$ cat src/rtl/ad5791_pkg.sv
// ad5791_pkg
//   Shared definitions for the AD5791 four-lane SPI master: frame geometry,
//   AD5791 register addresses, the controller state encoding and the helper
//   that builds a DAC-register write word from a 20-bit code.
package ad5791_pkg;

  localparam int AD5791_FRAME_BITS = 24;
  localparam int AD5791_LANES      = 4;

  localparam logic [2:0] AD5791_ADDR_DAC  = 3'b001;
  localparam logic [2:0] AD5791_ADDR_CTRL = 3'b010;

  typedef enum logic [1:0] {
    IDLE  = 2'd0,
    LOAD  = 2'd1,
    SHIFT = 2'd2,
    GAP   = 2'd3
  } ad5791_state_t;

  // Write word: R/W_n=0 (write), 3-bit register address, 20-bit payload.
  function automatic logic [AD5791_FRAME_BITS-1:0] ad5791_dac_word(input logic [19:0] code20);
    return {1'b0, AD5791_ADDR_DAC, code20};
  endfunction

endpackage

$ cat src/rtl/ad5791_spi_shifter.sv
// ad5791_spi_shifter
//   Four parallel-load 24-bit shift registers sharing one SCLK generator and
//   bit counter. After 'start', each bit is SCLK high for SCLK_DIV cycles then
//   low for SCLK_DIV cycles. Data advances one cycle after the SCLK falling
//   edge so SDIN is stable around the DAC sample point.
// Ports
//   clk, rst     clock, asynchronous active-high reset
//   load         parallel load of 'words' into the lane shifters
//   words        4 x 24-bit frame words, lane 0 = X
//   start        begin shifting (first SCLK rise on the following cycle)
//   sclk         shared serial clock, idles low
//   sdin         per-lane serial data, MSB first
//   done         high in the final cycle of the last bit's low phase
module ad5791_spi_shifter
  import ad5791_pkg::*;
#(
  parameter int SCLK_DIV = 2
) (
  input  logic                                             clk,
  input  logic                                             rst,
  input  logic                                             load,
  input  logic [AD5791_LANES-1:0][AD5791_FRAME_BITS-1:0]   words,
  input  logic                                             start,
  output logic                                             sclk,
  output logic [AD5791_LANES-1:0]                          sdin,
  output logic                                             done
);

  localparam int DIV_W = (SCLK_DIV > 1) ? $clog2(SCLK_DIV) : 1;
  localparam logic [DIV_W-1:0] DIV_LAST = DIV_W'(SCLK_DIV - 1);
  localparam int BIT_W = $clog2(AD5791_FRAME_BITS);
  localparam logic [BIT_W-1:0] BIT_LAST = BIT_W'(AD5791_FRAME_BITS - 1);

  logic [AD5791_LANES-1:0][AD5791_FRAME_BITS-1:0] sh_q;
  logic [DIV_W-1:0] div_cnt;
  logic [BIT_W-1:0] bit_cnt;
  logic             active;
  logic             div_tc;
  logic             shift_en;

  assign div_tc   = (div_cnt == '0);
  // First cycle of the low phase: the falling edge has just happened.
  assign shift_en = active && !sclk && (div_cnt == DIV_LAST);
  assign done     = active && !sclk && div_tc && (bit_cnt == '0);

  always_ff @(posedge clk or posedge rst) begin
    if (rst) begin
      sh_q    <= '0;
      sclk    <= 1'b0;
      active  <= 1'b0;
      div_cnt <= '0;
      bit_cnt <= '0;
    end else begin
      if (load) begin
        sh_q <= words;
      end else if (shift_en) begin
        for (int i = 0; i < AD5791_LANES; i++) begin
          sh_q[i] <= {sh_q[i][AD5791_FRAME_BITS-2:0], 1'b0};
        end
      end

      if (start) begin
        active  <= 1'b1;
        sclk    <= 1'b1;
        div_cnt <= DIV_LAST;
        bit_cnt <= BIT_LAST;
      end else if (active) begin
        if (!div_tc) begin
          div_cnt <= div_cnt - 1'b1;
        end else if (sclk) begin
          sclk    <= 1'b0;
          div_cnt <= DIV_LAST;
        end else if (bit_cnt == '0) begin
          active <= 1'b0;
        end else begin
          bit_cnt <= bit_cnt - 1'b1;
          sclk    <= 1'b1;
          div_cnt <= DIV_LAST;
        end
      end
    end
  end

  always_comb begin
    sdin = '0;
    for (int i = 0; i < AD5791_LANES; i++) begin
      sdin[i] = sh_q[i][AD5791_FRAME_BITS-1];
    end
  end

endmodule

$ cat src/rtl/axis_ad5791_spi.sv
// axis_ad5791_spi
//   Four-lane SPI master for four AD5791 DACs (X, Y, Z, U). In stream mode the
//   latest AXI-Stream codes are written to the DAC registers back-to-back; in
//   config mode the DACs are held and a rising edge on configuration_send
//   sends one host-supplied 24-bit word per lane.
//   Optional build macro AD5791_SKIP_UNCHANGED_EN: stream frames are sent only
//   when some code differs from the last transmitted one (first frame after
//   reset always goes out).
// Ports
//   a_clk, reset              clock, asynchronous active-high reset
//   S_AXIS1..4_tdata/tvalid   X/Y/Z/U words, DAC code = tdata[31:12]
//   S_AXISCFG_tdata/tvalid    config word, tdata[23:0] is the SPI word
//   configuration_mode        1 = config/hold, 0 = stream
//   configuration_axis        config target lane 0..3; 4..7 dropped
//   configuration_send        rising edge requests a config frame
//   ready                     idle with no pending request
//   dac_sclk, dac_sync_n      shared SCLK and frame select
//   dac_sdin                  per-lane serial data, bit0 = X
//
// state | meaning
// IDLE  | waiting; chooses config or stream frame and loads the shifters
// LOAD  | SYNC_n low, MSB on all lanes
// SHIFT | 24 SCLK periods
// GAP   | SYNC_n high for SYNC_GAP cycles (DAC update on SYNC_n rise)
module axis_ad5791_spi
  import ad5791_pkg::*;
#(
  parameter int SCLK_DIV = 2,
  parameter int SYNC_GAP = 2
) (
  input  logic        a_clk,
  input  logic        reset,
  input  logic [31:0] S_AXIS1_tdata,
  input  logic        S_AXIS1_tvalid,
  input  logic [31:0] S_AXIS2_tdata,
  input  logic        S_AXIS2_tvalid,
  input  logic [31:0] S_AXIS3_tdata,
  input  logic        S_AXIS3_tvalid,
  input  logic [31:0] S_AXIS4_tdata,
  input  logic        S_AXIS4_tvalid,
  input  logic [31:0] S_AXISCFG_tdata,
  input  logic        S_AXISCFG_tvalid,
  input  logic        configuration_mode,
  input  logic [2:0]  configuration_axis,
  input  logic        configuration_send,
  output logic        ready,
  output logic        dac_sclk,
  output logic        dac_sync_n,
  output logic [3:0]  dac_sdin
);

  localparam int GAP_W = (SYNC_GAP > 1) ? $clog2(SYNC_GAP) : 1;
  localparam logic [GAP_W-1:0] GAP_LAST = GAP_W'(SYNC_GAP - 1);

  logic [31:0] tdata [AD5791_LANES];
  logic [AD5791_LANES-1:0] tvalid;
  logic [19:0] code_q [AD5791_LANES];
  logic [AD5791_FRAME_BITS-1:0] cfg_q [AD5791_LANES];
  logic unused_bits;

  always_comb begin
    tdata[0] = S_AXIS1_tdata;
    tdata[1] = S_AXIS2_tdata;
    tdata[2] = S_AXIS3_tdata;
    tdata[3] = S_AXIS4_tdata;
  end

  assign tvalid = {S_AXIS4_tvalid, S_AXIS3_tvalid, S_AXIS2_tvalid, S_AXIS1_tvalid};
  assign unused_bits = ^{S_AXIS1_tdata[11:0], S_AXIS2_tdata[11:0], S_AXIS3_tdata[11:0],
                         S_AXIS4_tdata[11:0], S_AXISCFG_tdata[31:24]};

  // Input capture; cfg writes land one cycle before a frame can load them.
  always_ff @(posedge a_clk or posedge reset) begin
    if (reset) begin
      for (int i = 0; i < AD5791_LANES; i++) begin
        code_q[i] <= '0;
        cfg_q[i]  <= '0;
      end
    end else begin
      for (int i = 0; i < AD5791_LANES; i++) begin
        if (tvalid[i] && !configuration_mode) begin
          code_q[i] <= tdata[i][31:12];
        end
      end
      if (S_AXISCFG_tvalid && configuration_mode && !configuration_axis[2]) begin
        cfg_q[configuration_axis[1:0]] <= S_AXISCFG_tdata[AD5791_FRAME_BITS-1:0];
      end
    end
  end

  ad5791_state_t state_q, state_d;
  logic [GAP_W-1:0] gap_cnt;
  logic send_hist, send_pend, send_edge, pend_next;
  logic shift_done, stream_go;
  logic load_cfg, load_stream, load, start;
  logic sync_n_d, ready_d;
  logic [AD5791_LANES-1:0][AD5791_FRAME_BITS-1:0] words;

  assign send_edge = configuration_send & ~send_hist;

`ifdef AD5791_SKIP_UNCHANGED_EN
  logic [19:0] last_q [AD5791_LANES];
  logic sent_once;
  logic code_diff;

  always_comb begin
    code_diff = 1'b0;
    for (int i = 0; i < AD5791_LANES; i++) begin
      if (code_q[i] != last_q[i]) code_diff = 1'b1;
    end
  end

  assign stream_go = !sent_once || code_diff;

  always_ff @(posedge a_clk or posedge reset) begin
    if (reset) begin
      sent_once <= 1'b0;
      for (int i = 0; i < AD5791_LANES; i++) last_q[i] <= '0;
    end else if (load_stream) begin
      sent_once <= 1'b1;
      for (int i = 0; i < AD5791_LANES; i++) last_q[i] <= code_q[i];
    end
  end
`else
  assign stream_go = 1'b1;
`endif

  // State register plus registered outputs (no decode glitches on pins).
  always_ff @(posedge a_clk or posedge reset) begin
    if (reset) begin
      state_q    <= IDLE;
      gap_cnt    <= '0;
      send_hist  <= 1'b0;
      send_pend  <= 1'b0;
      dac_sync_n <= 1'b1;
      ready      <= 1'b1;
    end else begin
      state_q    <= state_d;
      send_hist  <= configuration_send;
      send_pend  <= pend_next;
      dac_sync_n <= sync_n_d;
      ready      <= ready_d;
      if (state_q != GAP) begin
        gap_cnt <= GAP_LAST;
      end else if (gap_cnt != '0) begin
        gap_cnt <= gap_cnt - 1'b1;
      end
    end
  end

  always_comb begin
    state_d = state_q;
    case (state_q)
      IDLE:    if (configuration_mode ? send_pend : stream_go) state_d = LOAD;
      LOAD:    state_d = SHIFT;
      SHIFT:   if (shift_done) state_d = GAP;
      GAP:     if (gap_cnt == '0) state_d = IDLE;
      default: state_d = IDLE;
    endcase
  end

  always_comb begin
    load_cfg    = (state_q == IDLE) && configuration_mode && send_pend;
    load_stream = (state_q == IDLE) && !configuration_mode && stream_go;
    load        = load_cfg || load_stream;
    start       = (state_q == LOAD);
    words       = '0;
    for (int i = 0; i < AD5791_LANES; i++) begin
      words[i] = load_cfg ? cfg_q[i] : ad5791_dac_word(code_q[i]);
    end
    // A fresh edge arriving while the previous request loads is kept.
    pend_next = send_edge || (send_pend && !load_cfg);
    sync_n_d  = !((state_d == LOAD) || (state_d == SHIFT));
    ready_d   = (state_d == IDLE) && !pend_next;
  end

  ad5791_spi_shifter #(
    .SCLK_DIV(SCLK_DIV)
  ) u_shifter (
    .clk   (a_clk),
    .rst   (reset),
    .load  (load),
    .words (words),
    .start (start),
    .sclk  (dac_sclk),
    .sdin  (dac_sdin),
    .done  (shift_done)
  );

endmodule

$ cat config.mk
export PLATFORM = sky130hd
export DESIGN_NAME = axis_ad5791_spi
export DESIGN_NICKNAME = d
export VERILOG_FILES = /design/src/rtl/ad5791_pkg.sv /design/src/rtl/ad5791_spi_shifter.sv /design/src/rtl/axis_ad5791_spi.sv
export SDC_FILE = /design/constraint.sdc
export NUM_CORES = 1
export LEC_CHECK = 0
export ABC_AREA = 1
export BUFFER_PORTS_ARGS = -buffer_cell sky130_fd_sc_hd__clkbuf_2
export CORE_AREA = 2 2 176 178
export DETAILED_ROUTE_END_ITERATION = 6
export DIE_AREA = 0 0 178 180
export GPL_ROUTABILITY_DRIVEN = 0
export SYNTH_ARGS = -nofsm -noshare
export SYNTH_HDL_FRONTEND = slang
export SYNTH_HIERARCHICAL = 1
export SYNTH_SLANG_ARGS = --single-unit
$ cat constraint.sdc
create_clock -name a_clk -period 9.5 [get_ports a_clk]
set_clock_uncertainty 0.05 [all_clocks]
set_input_delay 1.9 -clock a_clk [delete_from_list [all_inputs] [get_ports a_clk]]
set_output_delay 1.9 -clock a_clk [all_outputs]
set_load 0.02 [all_outputs]
## Word-level counts from Yosys, hierarchy flattened

Cells that the tools add are included.

| word-level totals | value |
|---|---|
| flip-flop bits (word level) | 287 |
| output and inout bits | 7 |
| word-level logic and storage cells | 105 |
| bits of input ports | 172 |

| cells by class | value |
|---|---|
| muxes and demuxes | 33 |
| bitwise gates (word level) | 4 |
| order comparisons | 2 |
| add/sub/neg operators | 3 |
| reductions and logical operators | 32 |
| eq/ne operators | 9 |

Operators with widths:

| cell | number |
|---|---|
| two-way mux 96 bit | 2 |
| two-way mux 24 bit | 5 |
| bitwise mux 96 bit | 1 |
| demux 24 bit (select 2 bit) | 1 |
| two-way mux 5 bit | 5 |
| logical AND 1 bit | 16 |
| two-way mux 1 bit | 15 |
| inequality test 2 bit, second input constant | 4 |
| case mux 2 bit (4 select lines) | 1 |
| == test 2 bit, second input constant | 3 |
| zero test 1 bit | 6 |
| two-way mux 2 bit | 3 |
| zero test 5 bit | 1 |
| subtractor 5 x 1 -> 5 bit, second input constant | 1 |
| == test 2 x 1 -> 1 bit, second input constant | 2 |
| zero test 2 bit | 2 |
| AND reduction 4 bit | 1 |
| nonzero test 2 bit | 2 |
| >= comparator 3 bit, second input constant | 1 |
| logical OR 1 bit | 3 |
| < comparator 3 x 1 -> 1 bit, second input constant | 1 |
| inverter 2 -> 3 bit | 1 |
| inverter 1 bit | 2 |
| AND reduction 2 bit | 1 |
| other kinds (2) | 3 |

## Depth between registers and ports, before layout

Gate-level depths: netlist (run 1).

| depth | value |
|---|---|
| depth after elaboration | 9 |
| mapped depth | 10 |

## Modules after synthesis

Netlist (run 1), hierarchy kept.

Modules (own cells, without submodules):

| module | cells each | area an instance (µm²) | instances |
|---|---|---|---|
| axis_ad5791_spi | 1,096 | 8,354.3 | 1 |
| ad5791_spi_shifter | 633 | 5,048.6 | 1 |

## Least setup slack after synthesis (run 1)

OpenSTA, ideal clock, no wires.

| timing path | value |
|---|---|
| kind | input to register |
| from | input configuration_mode |
| to | register u_shifter/sh_q[49] (netlist name) |
| path buffers | 3 |
| stages on the path | 8 |
| setup slack | 6.296 ns |
| data arrival time | 3.023 ns |
| required time | 9.320 ns |
| library setup time | 0.130 ns |
| cells stage by stage | inv_1 buf_2 o21ai_0 inv_1 buf_2 buf_2 a22oi_1 o31ai_1 |

| between the ends | value |
|---|---|
| cells in the longest elaborated chain, start to end | 4 |
| elaborated cells on any way between the ends | 8 |
| those cells by class | 2 x mux; 6 x reduce/logical |

RTL lines:

| what | RTL line | source |
|---|---|---|
| start: declaration | axis_ad5791_spi.sv:43 | `input logic configuration_mode,` |
| logical AND 1 bit or zero test 1 bit (tied branches) | axis_ad5791_spi.sv:163, axis_ad5791_spi.sv:164 |  |
| logical AND 1 bit (on tied branches) | axis_ad5791_spi.sv:163, axis_ad5791_spi.sv:164 |  |
| logical OR 1 bit * | axis_ad5791_spi.sv:165 | `load = load_cfg \|\| load_stream;` |
| named net load | axis_ad5791_spi.sv:95 | `logic load_cfg, load_stream, load, start;` |
| two-way mux 96 bit or nonzero test 2 bit (tied branches) | -- |  |
| end signal: assignment | ad5791_spi_shifter.sv:55 | `sh_q <= words;` |
| end signal: indexed assignment | ad5791_spi_shifter.sv:58 | `sh_q[i] <= {sh_q[i][AD5791_FRAME_BITS-2:0], 1'b0};` |
| end: declaration | ad5791_spi_shifter.sv:34 | `logic [AD5791_LANES-1:0][AD5791_FRAME_BITS-1:0] sh_q;` |

Mark *: on every way through the listed nets, which the timed path passes. The rest lies on a longest branch.
A chain may end at the register's enable or synchronous reset.

## Worst setup path in the final report (run 1)

| timing path | value |
|---|---|
| from | input configuration_mode |
| to | register u_shifter.sh_q (netlist bit u_shifter/sdin[2]) |

The elaborated chain is that of the path after synthesis.

==> results of run 1 <==
## flip-flops by register name, indices dropped and copies added (netlist names)
name	cells
gap_cnt	1
send_hist	1
ready	1
send_pend	1
u_shifter/div_cnt	1
cfg_q	96
u_shifter/sdin	4
code_q	80
u_shifter/bit_cnt	5
dac_sync_n	1
u_shifter/sclk	1
state_q	2
u_shifter/sh_q	92
u_shifter/active	1
## cell type report
type	instances	area, um2	area share (%)
inverters	128	490	3.25
multi-input cells	1205	5160	34.1
repair buffers	132	686	4.54
well taps	396	495	3.28
clock buffers	48	985	6.52
clock inverters	10	108	0.712
flip-flops and latches	287	7180	47.5
diodes	1	2.50	0.0166
## kinds of logic after synthesis
| family | synth area share (%) |
|---|---|
| adder cells (fa/ha/maj) | 0.187 |
| buffers and inverters | 8.04 |
| AO/OA/AOI/OAI | 7.52 |
| flip-flops | 53.6 |
| AND/OR/NAND/NOR | 30.6 |
## critical path, stage by stage
cell                       delay, ns
sky130_fd_sc_hd__clkbuf_2       0.17
sky130_fd_sc_hd__inv_2          0.43
sky130_fd_sc_hd__o21ai_0        0.27
sky130_fd_sc_hd__inv_4          0.60
sky130_fd_sc_hd__buf_4          0.89
sky130_fd_sc_hd__nor2_1         0.17
sky130_fd_sc_hd__a21oi_1        0.27
sky130_fd_sc_hd__o21ai_0        0.14
## power groups by stage
stage	combinational, mW	sequential, mW	clock, mW
floorplan	0.181	1.42	0
detailed placement	0.263	1.44	0
global placement	0.257	1.43	0
finish	0.258	1.42	1.28
CTS	0.264	1.42	1.31
global route	0.305	1.43	1.36
## metal layers
metal	up-vias	global-route usage [%]
met3	53	3.34
met5	-	0
met2	235	36.7
met4	0	6.62
li1	5535	-
met1	5213	30.2
## path summary, 6_finish.rpt
check | cells past startpoint | to | slack (ns) | start
max in group asynchronous | 4 | cfg_q[18] | 6.08 | reset
min | 2 | cfg_q[44] | 0.41 | cfg_q[44]
min in group asynchronous | 2 | u_shifter/sh_q[63] | 1.48 | reset
min reg2reg | 2 | cfg_q[44] | 0.41 | cfg_q[44]
max | 8 | u_shifter/sdin[2] | 4.87 | configuration_mode
max reg2reg | 7 | u_shifter/sh_q[92] | 6.05 | u_shifter/sclk
## placed cells by master (no fill, tap or decap)
cell type,n
sky130_fd_sc_hd__nor2_2,3
sky130_fd_sc_hd__a21oi_1,65
sky130_fd_sc_hd__bufinv_16,2
sky130_fd_sc_hd__inv_4,2
sky130_fd_sc_hd__buf_4,10
sky130_fd_sc_hd__dfrtp_1,285
sky130_fd_sc_hd__nand3_4,1
sky130_fd_sc_hd__diode_2,1
sky130_fd_sc_hd__nand4_1,2
sky130_fd_sc_hd__or2_2,4
sky130_fd_sc_hd__o21ai_0,68
sky130_fd_sc_hd__inv_6,3
sky130_fd_sc_hd__nand3_2,1
sky130_fd_sc_hd__clkbuf_8,6
sky130_fd_sc_hd__nor3_1,2
sky130_fd_sc_hd__inv_1,122
sky130_fd_sc_hd__nor2_1,103
sky130_fd_sc_hd__nor2_4,4
sky130_fd_sc_hd__a22oi_1,24
sky130_fd_sc_hd__clkbuf_16,35
sky130_fd_sc_hd__nand2_1,720
sky130_fd_sc_hd__nand3_1,173
sky130_fd_sc_hd__o21ai_1,28
sky130_fd_sc_hd__ha_1,2
sky130_fd_sc_hd__o31ai_1,3
sky130_fd_sc_hd__clkbuf_2,122
sky130_fd_sc_hd__nand2_4,1
sky130_fd_sc_hd__clkbuf_1,7
sky130_fd_sc_hd__dfstp_2,2
sky130_fd_sc_hd__clkinv_2,6
sky130_fd_sc_hd__nor2_8,1
sky130_fd_sc_hd__inv_2,3
## through the flow
stage          setup WS, ns  utilization (%)
5_1_grt                4.53             50.0
3_5_place_dp           4.28             46.4
6_report               4.87             50.0
2_1_floorplan          2.58                -
3_3_place_gp           4.29             46.4
4_1_cts                4.78             50.0
==> impl_metrics.sql, run 1 <==
INSERT INTO impl_metrics (metric_group, metric, value, unit) VALUES
('floorplan', 'die_width', '178', 'um'),
('clock_tree', 'holdBufCountCts', '0', ''),
('clock_tree', 'clock_latency', '0.51', 'ns'),
('drt', 'met3_wirelength', '1630', 'um'),
('drt', 'finalWirelength', '34100', 'um'),
('floorplan', 'floorplan.rows', '64', ''),
('drt', 'top_layer', 'met4', ''),
('clock_tree', 'clock_sinks', '287', ''),
('setup_path', 'cp.arrival', '4.92', 'ns'),
('yosys', 'synth_enable_flop_cells', '0', ''),
('finish', 'n_fill_cell', '2995', ''),
('placed_design', 'hpwlAfterDp', '21100', 'um'),
('yosys', 'netlist_area', '13400', 'um2'),
('floorplan', 'floorplan.initialDensity', '44.4', '%'),
('yosys', 'ys_types', '26', ''),
('finish', 'stdcell_count', '2207', ''),
('run_status', 'status', 'complete, but fails checks', ''),
('timing', 'timing.hold.ws', '0.413', 'ns'),
('yosys', 'synthMostInstantiatedCell', 'sky130_fd_sc_hd__nand2_1', ''),
('grt', 'first_global_vias', '10900', ''),
('drt', 'dr.pass1.iters', '7', ''),
('floorplan', 'fp.dieH', '180', 'um'),
('yosys', 'synth.net_count', '1903', ''),
('power_and_ir_drop', 'clock_power_share', '43.3', '%'),
('setup_path', 'timing.critical_path.from_type', 'input pin', ''),
('grt', 'grt.total_usage', '22.2', '%'),
('power_and_ir_drop', 'internal_power', '2.22', 'mW'),
('yosys', 'synth-main-ff-cell', 'sky130_fd_sc_hd__dfrtp_1', ''),
('drt', 'route.layer.met1.wl', '15400', 'um'),
('yosys', 'synthCells', '1729', ''),
('power_and_ir_drop', 'ir_drop', '131', 'uV'),
('floorplan', 'io_pins', '179', ''),
('power_and_ir_drop', 'p_comb_share', '8.7', '%'),
('timing', 'setup-tns-final', '0', 'ns'),
('run_status', 'failed_checks', 'DRC', ''),
('setup_path', 'crit_required', '9.79', 'ns'),
('timing', 'slew_at_the_pin_closest_to_its_max_slew_limit', '1.11', 'ns'),
('finish', 'finalInstanceArea', '15100', 'um2'),
('grt', 'antenna_found_initial', '1', ''),
('yosys', 'ys_top_cells_by_count', '720 x sky130_fd_sc_hd__nand2_1, 285 x sky130_fd_sc_hd__dfrtp_1, 173 x sky130_fd_sc_hd__nand3_1, 126 x sky130_fd_sc_hd__inv_1, 103 x sky130_fd_sc_hd__nor2_1', ''),
('power_and_ir_drop', 'powerDensity', '195', 'nW/um2'),
('timing', 'max_freq', '0.216', 'GHz'),
('timing', 'rsz0062_at_grt', 'false', ''),
('drt', 'wire_per_inst', '15.5', 'um'),
('finish', 'fin_nets', '1962', ''),
('job', 'max_cap_violations', '0', ''),
('grt', 'globalRouteOverflowTotal', '0', ''),
('clock_tree', 'htreeDepth', '2', ''),
('placed_design', 'dpl_cell_area', '14000', 'um2'),
('grt', 'grt_first_pass_wirelength', '56900', 'um'),
('drt', 'dr_total_vias', '11000', ''),
('clock_tree', 'cts_tree', 'done', ''),
('yosys', 'synthArstFlopShare', '100', '%'),
('clock_tree', 'clk_path_buf_depth', '3', ''),
('yosys', 'synth-seq-cells', '287', ''),
('power_and_ir_drop', 'sum_of_internal_switching_and_leakage_power', '2.95', 'mW'),
('yosys', 'yosysWarnings', '6', ''),
('drt', 'routed_via_density', '5.00', ''),
('yosys', 'synth.top_cell.area_share', '53.2', '%'),
('power_and_ir_drop', 'netSwitchingPower', '0.734', 'mW'),
('setup_path', 'crit_type', 'input pin to flip-flop', ''),
('setup_path', 'crit_path_max_fanout', '109', ''),
('yosys', 'synth.yosys.seq_area_share', '53.6', '%'),
('timing', 'setup_violations', '0', ''),
('drt', 'first_iter_violations', '809', ''),
('power_and_ir_drop', 'power_switching_share', '24.9', '%'),
('clock_tree', 'clkTransAtPathRegs', '0.06', 'ns'),
('timing', 'slew_violations', '0', ''),
('drt', 'drt_drc_violations_left', '2', ''),
('clock_tree', 'post_cts_resize_count', '0', ''),
('clock_tree', 'cts_buffers', '34', '');
No activity file was read; power rests on OpenSTA's default activity.
==> run 2: changes to the inputs <==
--- a/config.mk
+++ b/config.mk
@@ -11,6 +11,7 @@
 export DETAILED_ROUTE_END_ITERATION = 6
 export DIE_AREA = 0 0 178 180
 export GPL_ROUTABILITY_DRIVEN = 0
+export PLACE_DENSITY = 0.67
 export SYNTH_ARGS = -nofsm -noshare
 export SYNTH_HDL_FRONTEND = slang
 export SYNTH_HIERARCHICAL = 1
==> constraint.sdc (replaced) <==
create_clock -name a_clk -period 3.9 [get_ports a_clk]
set_clock_uncertainty 0.05 [all_clocks]
set_input_delay 0.78 -clock a_clk [delete_from_list [all_inputs] [get_ports a_clk]]
set_output_delay 0.78 -clock a_clk [all_outputs]
set_load 0.02 [all_outputs]
==> run 2 against run 1 <==
Effect of this change: the flow now finishes without violations; first-iteration DRC count increased by 3.3%; worst hold slack worse by 0.13 ns; critical path depth down 1; sequential power rose by 140%; via count rose by 1.2%; combinational power is 150% higher; cell area up 0.30%; global-route usage decreased by 0.57 points; register-to-register slack worse by 4.6 ns; core utilization up 0.15 points; highest routed layer unchanged.
==> impl_metrics.sql, run 2 (synthesis gave the netlist of run 1 again) <==
INSERT INTO impl_metrics (metric_group, metric, value, unit) VALUES
('clock_tree', 'cts_buffers', '31', ''),
('setup_path', 'r2r.worst_path.cells', '7', ''),
('timing', 'timing.max_slew.rel_slack', '29.5', '%'),
('timing', 'rsz0062_at_grt', 'false', ''),
('floorplan', 'design.core.area', '30200', 'um2'),
('timing', 'setup-tns-final', '0', 'ns'),
('drt', 'top_layer', 'met4', ''),
('grt', 'grt.total_usage', '21.7', '%'),
('job', 'max_cap_violations', '0', ''),
('power_and_ir_drop', 'powerDensity', '460', 'nW/um2'),
('timing', 'final_period_minus_worst_setup_slack', '2.41', 'ns'),
('setup_path', 'critPathCapture', 'u_shifter/sh_q[25]', ''),
('drt', 'first_iter_violations', '836', ''),
('clock_tree', 'clock_latency', '0.56', 'ns'),
('placed_design', 'dpl_cell_area', '14100', 'um2'),
('grt', 'grt_max_degree', '85', ''),
('timing', 'max_freq', '0.415', 'GHz'),
('placed_design', 'hpwlAfterDp', '21700', 'um'),
('timing', 'period_share', '61.7', '%'),
('finish', 'max_flop_register', 'cfg_q', ''),
('finish', 'drive_gt1_share', '11.6', '%'),
('setup_path', 'crit_required', '4.27', 'ns'),
('setup_path', 'crit_path_max_fanout', '65', ''),
('drt', 'finalWirelength', '33900', 'um'),
('setup_path', 'endpoint_kind', 'flip-flop', ''),
('finish', 'largest_register_ffs', '96', ''),
('drt', 'met3_wirelength', '1940', 'um'),
('timing', 'setup_violations', '0', ''),
('finish', 'synthToLayoutAreaGrowth', '13.1', '%'),
('grt', 'antenna_found_initial', '1', ''),
('finish', 'most_used_cells_in_the_layout_excluding_fill_and_tap_cells', '720 x sky130_fd_sc_hd__nand2_1, 285 x sky130_fd_sc_hd__dfrtp_1, 173 x sky130_fd_sc_hd__nand3_1, 122 x sky130_fd_sc_hd__inv_1, 122 x sky130_fd_sc_hd__clkbuf_2', ''),
('setup_path', 'crit_type', 'flip-flop to flip-flop', ''),
('clock_tree', 'clk_path_buf_depth', '3', ''),
('clock_tree', 'post_cts_resize_count', '0', ''),
('drt', 'routed_via_density', '5.04', ''),
('clock_tree', 'htreeDepth', '1', ''),
('drt', 'wl_met2', '16200', 'um'),
('placed_design', 'io_buffer_count', '122', ''),
('setup_path', 'worst_setup_path_startpoint', 'state_q[1]', ''),
('timing', 'count_of_final_hold_check_violations', '0', ''),
('hold_path', 'holdCritPathClass', 'input pin to asynchronous set/reset pin', ''),
('grt', 'grt_first_pass_wirelength', '55900', 'um'),
('clock_tree', 'clkTransAtPathRegs', '0.06', 'ns'),
('setup_path', 'cp.arrival', '2.77', 'ns'),
('floorplan', 'floorplan.initialDensity', '44.4', '%'),
('drt', 'wire_per_inst', '15.3', 'um'),
('finish', 'most_frequent_standard_cell_in_the_layout_excluding_fill_and_tap_cells', 'sky130_fd_sc_hd__nand2_1', ''),
('finish', 'n_fill_cell', '2985', ''),
('power_and_ir_drop', 'leakagePower', '8.03', 'nW'),
('clock_tree', 'postCtsSetupRepairBufs', '0', ''),
('clock_tree', 'clock_sinks', '287', ''),
('setup_path', 'timing.critical_path.from_type', 'flip-flop', ''),
('setup_path', 'regToRegStartpoint', 'state_q[1]', ''),
('run_status', 'status', 'complete, no violations', ''),
('finish', 'top_regs', 'cfg_q (96), u_shifter/sh_q (92), code_q (80)', ''),
('floorplan', 'die_width', '178', 'um'),
('drt', 'drt_drc_violations_left', '0', ''),
('finish', 'finalInstanceArea', '15200', 'um2'),
('floorplan', 'floorplan.rows', '64', ''),
('floorplan', 'io_pins', '179', ''),
('grt', 'globalRouteOverflowTotal', '0', ''),
('floorplan', 'fp.dieH', '180', 'um'),
('setup_path', 'reg2reg_to', 'u_shifter/sh_q[25]', ''),
('finish', 'fin_nets', '1967', ''),
('drt', 'dr.pass1.iters', '5', ''),
('clock_tree', 'holdBufCountCts', '0', ''),
('drt', 'route.layer.met1.wl', '15300', 'um'),
('clock_tree', 'cts_tree', 'done', ''),
('clock_tree', 'ctsRootBufferMaster', 'sky130_fd_sc_hd__clkbuf_16', ''),
('drt', 'ant_nets', '0', ''),
('power_and_ir_drop', 'ir_drop', '403', 'uV'),
('setup_path', 'timing.reg2reg.setup_slack', '1.49', 'ns'),
('floorplan', 'design.die.area', '32000', 'um2'),
('timing', 'slew_at_the_pin_closest_to_its_max_slew_limit', '1.06', 'ns'),
('grt', 'first_global_vias', '10700', ''),
('timing', 'slew_violations', '0', ''),
('drt', 'dr_total_vias', '11200', '');
run 2: how the worst min path moves through the flow:
stage / startpoint / end / slack (ns) / cells past startpoint
4_1_cts: configuration_send / send_hist / 0.28 / 1
3_3_place_gp: cfg_q[92] / cfg_q[92] / 0.40 / 2
2_1_floorplan: cfg_q[44] / cfg_q[44] / 0.38 / 2
3_5_place_dp: cfg_q[71] / cfg_q[71] / 0.41 / 2
6_report: reset / u_shifter/active / 0.28 / 2
5_1_grt: configuration_send / send_hist / 0.29 / 1
run 2: power by group:
group | internal [mW] | leakage, nW | total, mW | switching (mW)
combinational | 0.232 | 3.92 | 0.643 | 0.411
sequential | 3.29 | 3.61 | 3.45 | 0.164
clock | 1.70 | 0.493 | 2.87 | 1.18
run 2: worst max-delay path, cell delays in order, from the launching register on:
cell	delay, ns
sky130_fd_sc_hd__dfrtp_1	0.43
sky130_fd_sc_hd__nor2_2	0.20
sky130_fd_sc_hd__nand3_4	0.60
sky130_fd_sc_hd__buf_4	0.51
sky130_fd_sc_hd__nand2_1	0.14
sky130_fd_sc_hd__nand2_1	0.06
sky130_fd_sc_hd__a22oi_1	0.17
sky130_fd_sc_hd__o31ai_1	0.09
run 2: stage by stage:
stage                     utilization, %  hold slack (ns)  setup WS (ns)  std cells  total power [mW]
after floorplan                        -            0.384          0.338       1729              3.90
after global placement              46.9            0.401           1.11       2156              4.12
after detailed placement            46.9            0.408           1.00       2156              4.15
after CTS                           50.2            0.279           1.48       2213              7.04
after global routing                50.2            0.287           1.28       2213              7.31
final                               50.2            0.282           1.49       2214              6.97
run 2: final cells by class:
class	instances	area (um2)	area share, %
flip-flops and latches	287	7180	47.4
multi-input cells	1205	5160	34.0
clock buffers	50	937	6.18
repair buffers	140	821	5.42
well taps	396	495	3.27
inverters	128	489	3.23
clock inverters	7	66.3	0.438
diodes	1	2.50	0.0165
run 2: layer usage:
metal / vias up / GRT usage [%]
li1: 5538 / -
met1: 5302 / 30.7
met2: 285 / 36.0
met3: 40 / 2.66
met4: 0 / 4.13
met5: - / 0
==> run 3: changes to the inputs <==
--- a/config.mk
+++ b/config.mk
@@ -5,13 +5,12 @@
 export SDC_FILE = /design/constraint.sdc
 export NUM_CORES = 1
 export LEC_CHECK = 0
-export ABC_AREA = 1
+export ABC_AREA = 0
 export BUFFER_PORTS_ARGS = -buffer_cell sky130_fd_sc_hd__clkbuf_2
-export CORE_AREA = 2 2 176 178
+export CORE_AREA = 2 2 173 175
 export DETAILED_ROUTE_END_ITERATION = 6
-export DIE_AREA = 0 0 178 180
+export DIE_AREA = 0 0 175 177
 export GPL_ROUTABILITY_DRIVEN = 0
-export PLACE_DENSITY = 0.67
 export SYNTH_ARGS = -nofsm -noshare
 export SYNTH_HDL_FRONTEND = slang
 export SYNTH_HIERARCHICAL = 1
==> constraint.sdc (replaced) <==
create_clock -name a_clk -period 2.5 [get_ports a_clk]
set_clock_uncertainty 0.05 [all_clocks]
set_input_delay 0.5 -clock a_clk [delete_from_list [all_inputs] [get_ports a_clk]]
set_output_delay 0.5 -clock a_clk [all_outputs]
set_load 0.02 [all_outputs]
==> run 3 against run 2 <==
Effect of this change: synthesized cell count fell by 43%; power rose by 130%; non-clock buffer count rose by 10; sequential power rose by 98%; first-iteration DRC count fell by 50%; critical endpoint is now dac_sync_n; highest routed layer unchanged.
==> impl_metrics.sql, run 3 <==
INSERT INTO impl_metrics (metric_group, metric, value, unit) VALUES
('job', 'max_cap_violations', '0', ''),
('setup_path', 'timing.reg2reg.setup_slack', '0.48', 'ns'),
('clock_tree', 'ctsRootBufferMaster', 'sky130_fd_sc_hd__clkbuf_16', ''),
('finish', 'drive_gt1_share', '42.0', '%'),
('floorplan', 'die_width', '175', 'um'),
('setup_path', 'r2r.worst_path.cells', '8', ''),
('finish', 'fin_nets', '1270', ''),
('yosys', 'synth.yosys.seq_area_share', '55.5', '%'),
('grt', 'grt_max_degree', '65', ''),
('drt', 'finalWirelength', '28100', 'um'),
('finish', 'finalCoreUtilization', '51.7', '%'),
('setup_path', 'reg2reg_to', 'dac_sync_n', ''),
('yosys', 'synth.top_cell.area_share', '55.1', '%'),
('drt', 'ant_nets', '0', ''),
('drt', 'first_iter_violations', '422', ''),
('hold_path', 'hold_path_depth', '1', ''),
('yosys', 'yosysWarnings', '6', ''),
('finish', 'most_used_cells_in_the_layout_excluding_fill_and_tap_cells', '285 x sky130_fd_sc_hd__dfrtp_1, 213 x sky130_fd_sc_hd__mux2_2, 122 x sky130_fd_sc_hd__clkbuf_2, 104 x sky130_fd_sc_hd__nand2_1, 101 x sky130_fd_sc_hd__o21ai_0', ''),
('yosys', 'synth-main-ff-cell', 'sky130_fd_sc_hd__dfrtp_1', ''),
('clock_tree', 'htreeDepth', '1', ''),
('yosys', 'synthMostInstantiatedCell', 'sky130_fd_sc_hd__dfrtp_1', ''),
('power_and_ir_drop', 'powerDensity', '1050', 'nW/um2'),
('finish', 'multiInputGateArea', '5320', 'um2'),
('timing', 'timing.hold.ws', '0.0468', 'ns'),
('floorplan', 'floorplan.rows', '63', ''),
('finish', 'largest_register_ffs', '96', ''),
('floorplan', 'floorplan.initialDensity', '44.2', '%'),
('timing', 'rsz0062_at_grt', 'false', ''),
('power_and_ir_drop', 'leakagePower', '7.13', 'nW'),
('drt', 'dr_total_vias', '7706', ''),
('yosys', 'netlist_area', '12900', 'um2'),
('yosys', 'ys_types', '45', ''),
('setup_path', 'timing.critical_path.from_type', 'flip-flop', ''),
('grt', 'antenna_found_initial', '0', ''),
('yosys', 'ys_top_cells_by_count', '285 x sky130_fd_sc_hd__dfrtp_1, 213 x sky130_fd_sc_hd__mux2_2, 104 x sky130_fd_sc_hd__nand2_1, 101 x sky130_fd_sc_hd__o21ai_0, 92 x sky130_fd_sc_hd__mux2i_1', ''),
('timing', 'final_period_minus_worst_setup_slack', '2.02', 'ns'),
('grt', 'grt_first_pass_wirelength', '44900', 'um'),
('floorplan', 'design.core.area', '29200', 'um2'),
('floorplan', 'io_pins', '179', ''),
('setup_path', 'slowest_delay', '0.53', 'ns'),
('grt', 'gr_met1_demand_resource', '26.9', '%'),
('grt', 'globalRouteMet2Util', '30.5', '%'),
('clock_tree', 'clkTransAtPathRegs', '0.06', 'ns'),
('grt', 'first_global_vias', '7936', ''),
('setup_path', 'worst_path_max_delay_cell', 'sky130_fd_sc_hd__or4b_1', ''),
('clock_tree', 'clk_path_buf_depth', '3', ''),
('placed_design', 'dpl_cell_area', '14100', 'um2'),
('setup_path', 'cp.arrival', '2.47', 'ns'),
('setup_path', 'regToRegStartpoint', 'u_shifter/bit_cnt[0]', ''),
('placed_design', 'io_buffer_count', '122', ''),
('hold_path', 'holdCritPathClass', 'input pin to flip-flop', ''),
('finish', 'n_fill_cell', '2579', ''),
('finish', 'stdcell_count', '1510', ''),
('grt', 'globalRouteOverflowTotal', '0', ''),
('floorplan', 'design.die.area', '31000', 'um2'),
('finish', 'seq_area', '7180', 'um2'),
('run_status', 'status', 'complete, no violations', ''),
('yosys', 'synth.net_count', '1154', ''),
('placed_design', 'hpwlAfterDp', '18400', 'um'),
('timing', 'slew_violations', '0', ''),
('finish', 'finalInstanceArea', '15100', 'um2'),
('timing', 'count_of_final_hold_check_violations', '0', ''),
('setup_path', 'cells_along_the_critical_path', 'inv_1 > ha_1 > or4b_1 > nor2_1 > mux2_2 > a21oi_1 > ha_1 > inv_1', ''),
('clock_tree', 'cts_buffers', '31', ''),
('grt', 'grt.total_usage', '18.6', '%'),
('yosys', 'synth_top_cell_by_area', 'sky130_fd_sc_hd__dfrtp_1', ''),
('clock_tree', 'clock_latency', '0.56', 'ns'),
('setup_path', 'endpoint_kind', 'flip-flop', ''),
('hold_path', 'holdPathEnd', 'send_hist', ''),
('power_and_ir_drop', 'ir_drop', '593', 'uV'),
('yosys', 'syn-mean-instance-area', '13.2', 'um2'),
('drt', 'routed_via_density', '5.10', ''),
('drt', 'wire_per_inst', '18.6', 'um'),
('clock_tree', 'post_cts_resize_count', '0', ''),
('timing', 'slew_at_the_pin_closest_to_its_max_slew_limit', '0.765', 'ns'),
('yosys', 'synth_enable_flop_cells', '0', ''),
('grt', 'globalRoute.busiestLayer', 'met2', ''),
('hold_path', 'hold_path_startpoint', 'configuration_send', ''),
('yosys', 'synth_top_cells_by_area', 'sky130_fd_sc_hd__dfrtp_1 55%, sky130_fd_sc_hd__mux2_2 19%, sky130_fd_sc_hd__mux2i_1 7.1%', ''),
('setup_path', 'crit_type', 'flip-flop to flip-flop', ''),
('placed_design', 'post-place-cells', '1452', ''),
('clock_tree', 'clock_sinks', '287', ''),
('floorplan', 'fp.dieH', '177', 'um'),
('clock_tree', 'cts_tree', 'done', ''),
('yosys', 'synthArstFlopShare', '100', '%'),
('finish', 'synthToLayoutAreaGrowth', '16.8', '%'),
('drt', 'drt_drc_violations_left', '0', ''),
('finish', 'top_regs', 'cfg_q (96), u_shifter/sh_q (92), code_q (80)', ''),
('timing', 'setup_violations', '0', ''),
('finish', 'most_frequent_standard_cell_in_the_layout_excluding_fill_and_tap_cells', 'sky130_fd_sc_hd__dfrtp_1', ''),
('timing', 'timing.max_slew.rel_slack', '48.3', '%'),
('grt', 'gr-usage-met3', '1.74', '%'),
('drt', 'dr.pass1.iters', '4', ''),
('setup_path', 'crit_path_max_fanout', '4', ''),
('finish', 'max_flop_register', 'cfg_q', ''),
('yosys', 'synth-seq-cells', '287', ''),
('yosys', 'synthCells', '980', ''),
('timing', 'max_freq', '0.494', 'GHz'),
('timing', 'period_share', '81.0', '%'),
('setup_path', 'crit_required', '2.94', 'ns');
run 3: changes by cell type in the layout (fill, tap and decap cells not counted), moves of 10 or more:
cell	change
sky130_fd_sc_hd__nand3_1	-171
sky130_fd_sc_hd__and2_1	+12
sky130_fd_sc_hd__o21ai_1	-28
sky130_fd_sc_hd__mux2i_1	+92
sky130_fd_sc_hd__mux2_2	+213
sky130_fd_sc_hd__inv_1	-112
sky130_fd_sc_hd__nor2_1	-98
sky130_fd_sc_hd__a22oi_1	-24
sky130_fd_sc_hd__buf_12	+10
sky130_fd_sc_hd__mux2_4	+44
sky130_fd_sc_hd__nand2_1	-616
sky130_fd_sc_hd__a21oi_1	-61
sky130_fd_sc_hd__o21ai_0	+33
run 3: stage by stage:
stage,worst slack (ns),power (mW),TNS (ns)
4_1_cts,0.449,16.0,0
3_5_place_dp,0.492,11.3,0
6_report,0.475,15.8,0
2_1_floorplan,-0.399,10.2,-72.20
3_3_place_gp,0.481,11.2,0
5_1_grt,0.330,16.8,0
run 3: logic make-up (layout without fill, tap and decap cells):
| kind of cell | count (synthesis) | count (layout) | synth area share [%] |
|---|---|---|---|
| AND/OR/NAND/NOR | 151 | 151 | 5.53 |
| AO/OA/AOI/OAI | 112 | 112 | 4.50 |
| adder cells (fa/ha/maj) | 2 | 2 | 0.193 |
| buffers and inverters | 79 | 218 | 3.50 |
| multiplexers | 349 | 349 | 30.8 |
| other | 0 | 1 | 0 |
| flip-flops | 287 | 287 | 55.5 |
run 3: layout make-up:
class | instances | area share (%)
Antenna cell | 1 | 0.0166
Clock buffer | 48 | 6.28
Clock inverter | 8 | 0.621
Inverter | 12 | 0.348
Multi-Input combinational cell | 614 | 35.2
Sequential cell | 287 | 47.5
Tap cell | 390 | 3.23
Timing Repair Buffer | 150 | 6.77
run 3: power by group:
| part | internal (mW) | switching (mW) |
|---|---|---|
| Sequential | 6.06 | 0.770 |
| Clock | 2.79 | 1.84 |
| Combinational | 2.26 | 2.13 |
| Total | 11.1 | 4.73 |
run 3: what timing repair did:
item / 4_1_cts / 5_1_grt
buffers inserted: 0 / 0
hold buffers: 1 / 0
endpoints found under the hold margin: 18 / 0
run 3: how the worst max path moves through the flow:
| stage | start | endpoint | slack, ns | cells after the start |
|---|---|---|---|---|
| final | u_shifter/bit_cnt[0] | dac_sync_n | 0.48 | 8 |
| after global routing | u_shifter/bit_cnt[0] | dac_sync_n | 0.33 | 8 |
| after CTS | u_shifter/bit_cnt[0] | dac_sync_n | 0.45 | 8 |
| after detailed placement | u_shifter/bit_cnt[0] | dac_sync_n | 0.49 | 8 |
| after global placement | u_shifter/bit_cnt[0] | dac_sync_n | 0.48 | 8 |
| after floorplan | reset | cfg_q[0] | -0.40 | 1 |
run 3: metal layers:
metal	vias up	routed length, um
met5	-	0
met4	0	543
met3	41	955
met2	134	13100
met1	3860	13500
li1	3671	-
run 3: critical path: cells and delay by family, from the launching register on:
family                   cells  cell delay [ns]
AO/OA/AOI/OAI                1             0.07
adder cells (fa/ha/maj)      2             0.49
buffers and inverters        2             0.13
flip-flops                   1             0.40
multiplexers                 1             0.17
AND/OR/NAND/NOR              2             0.67
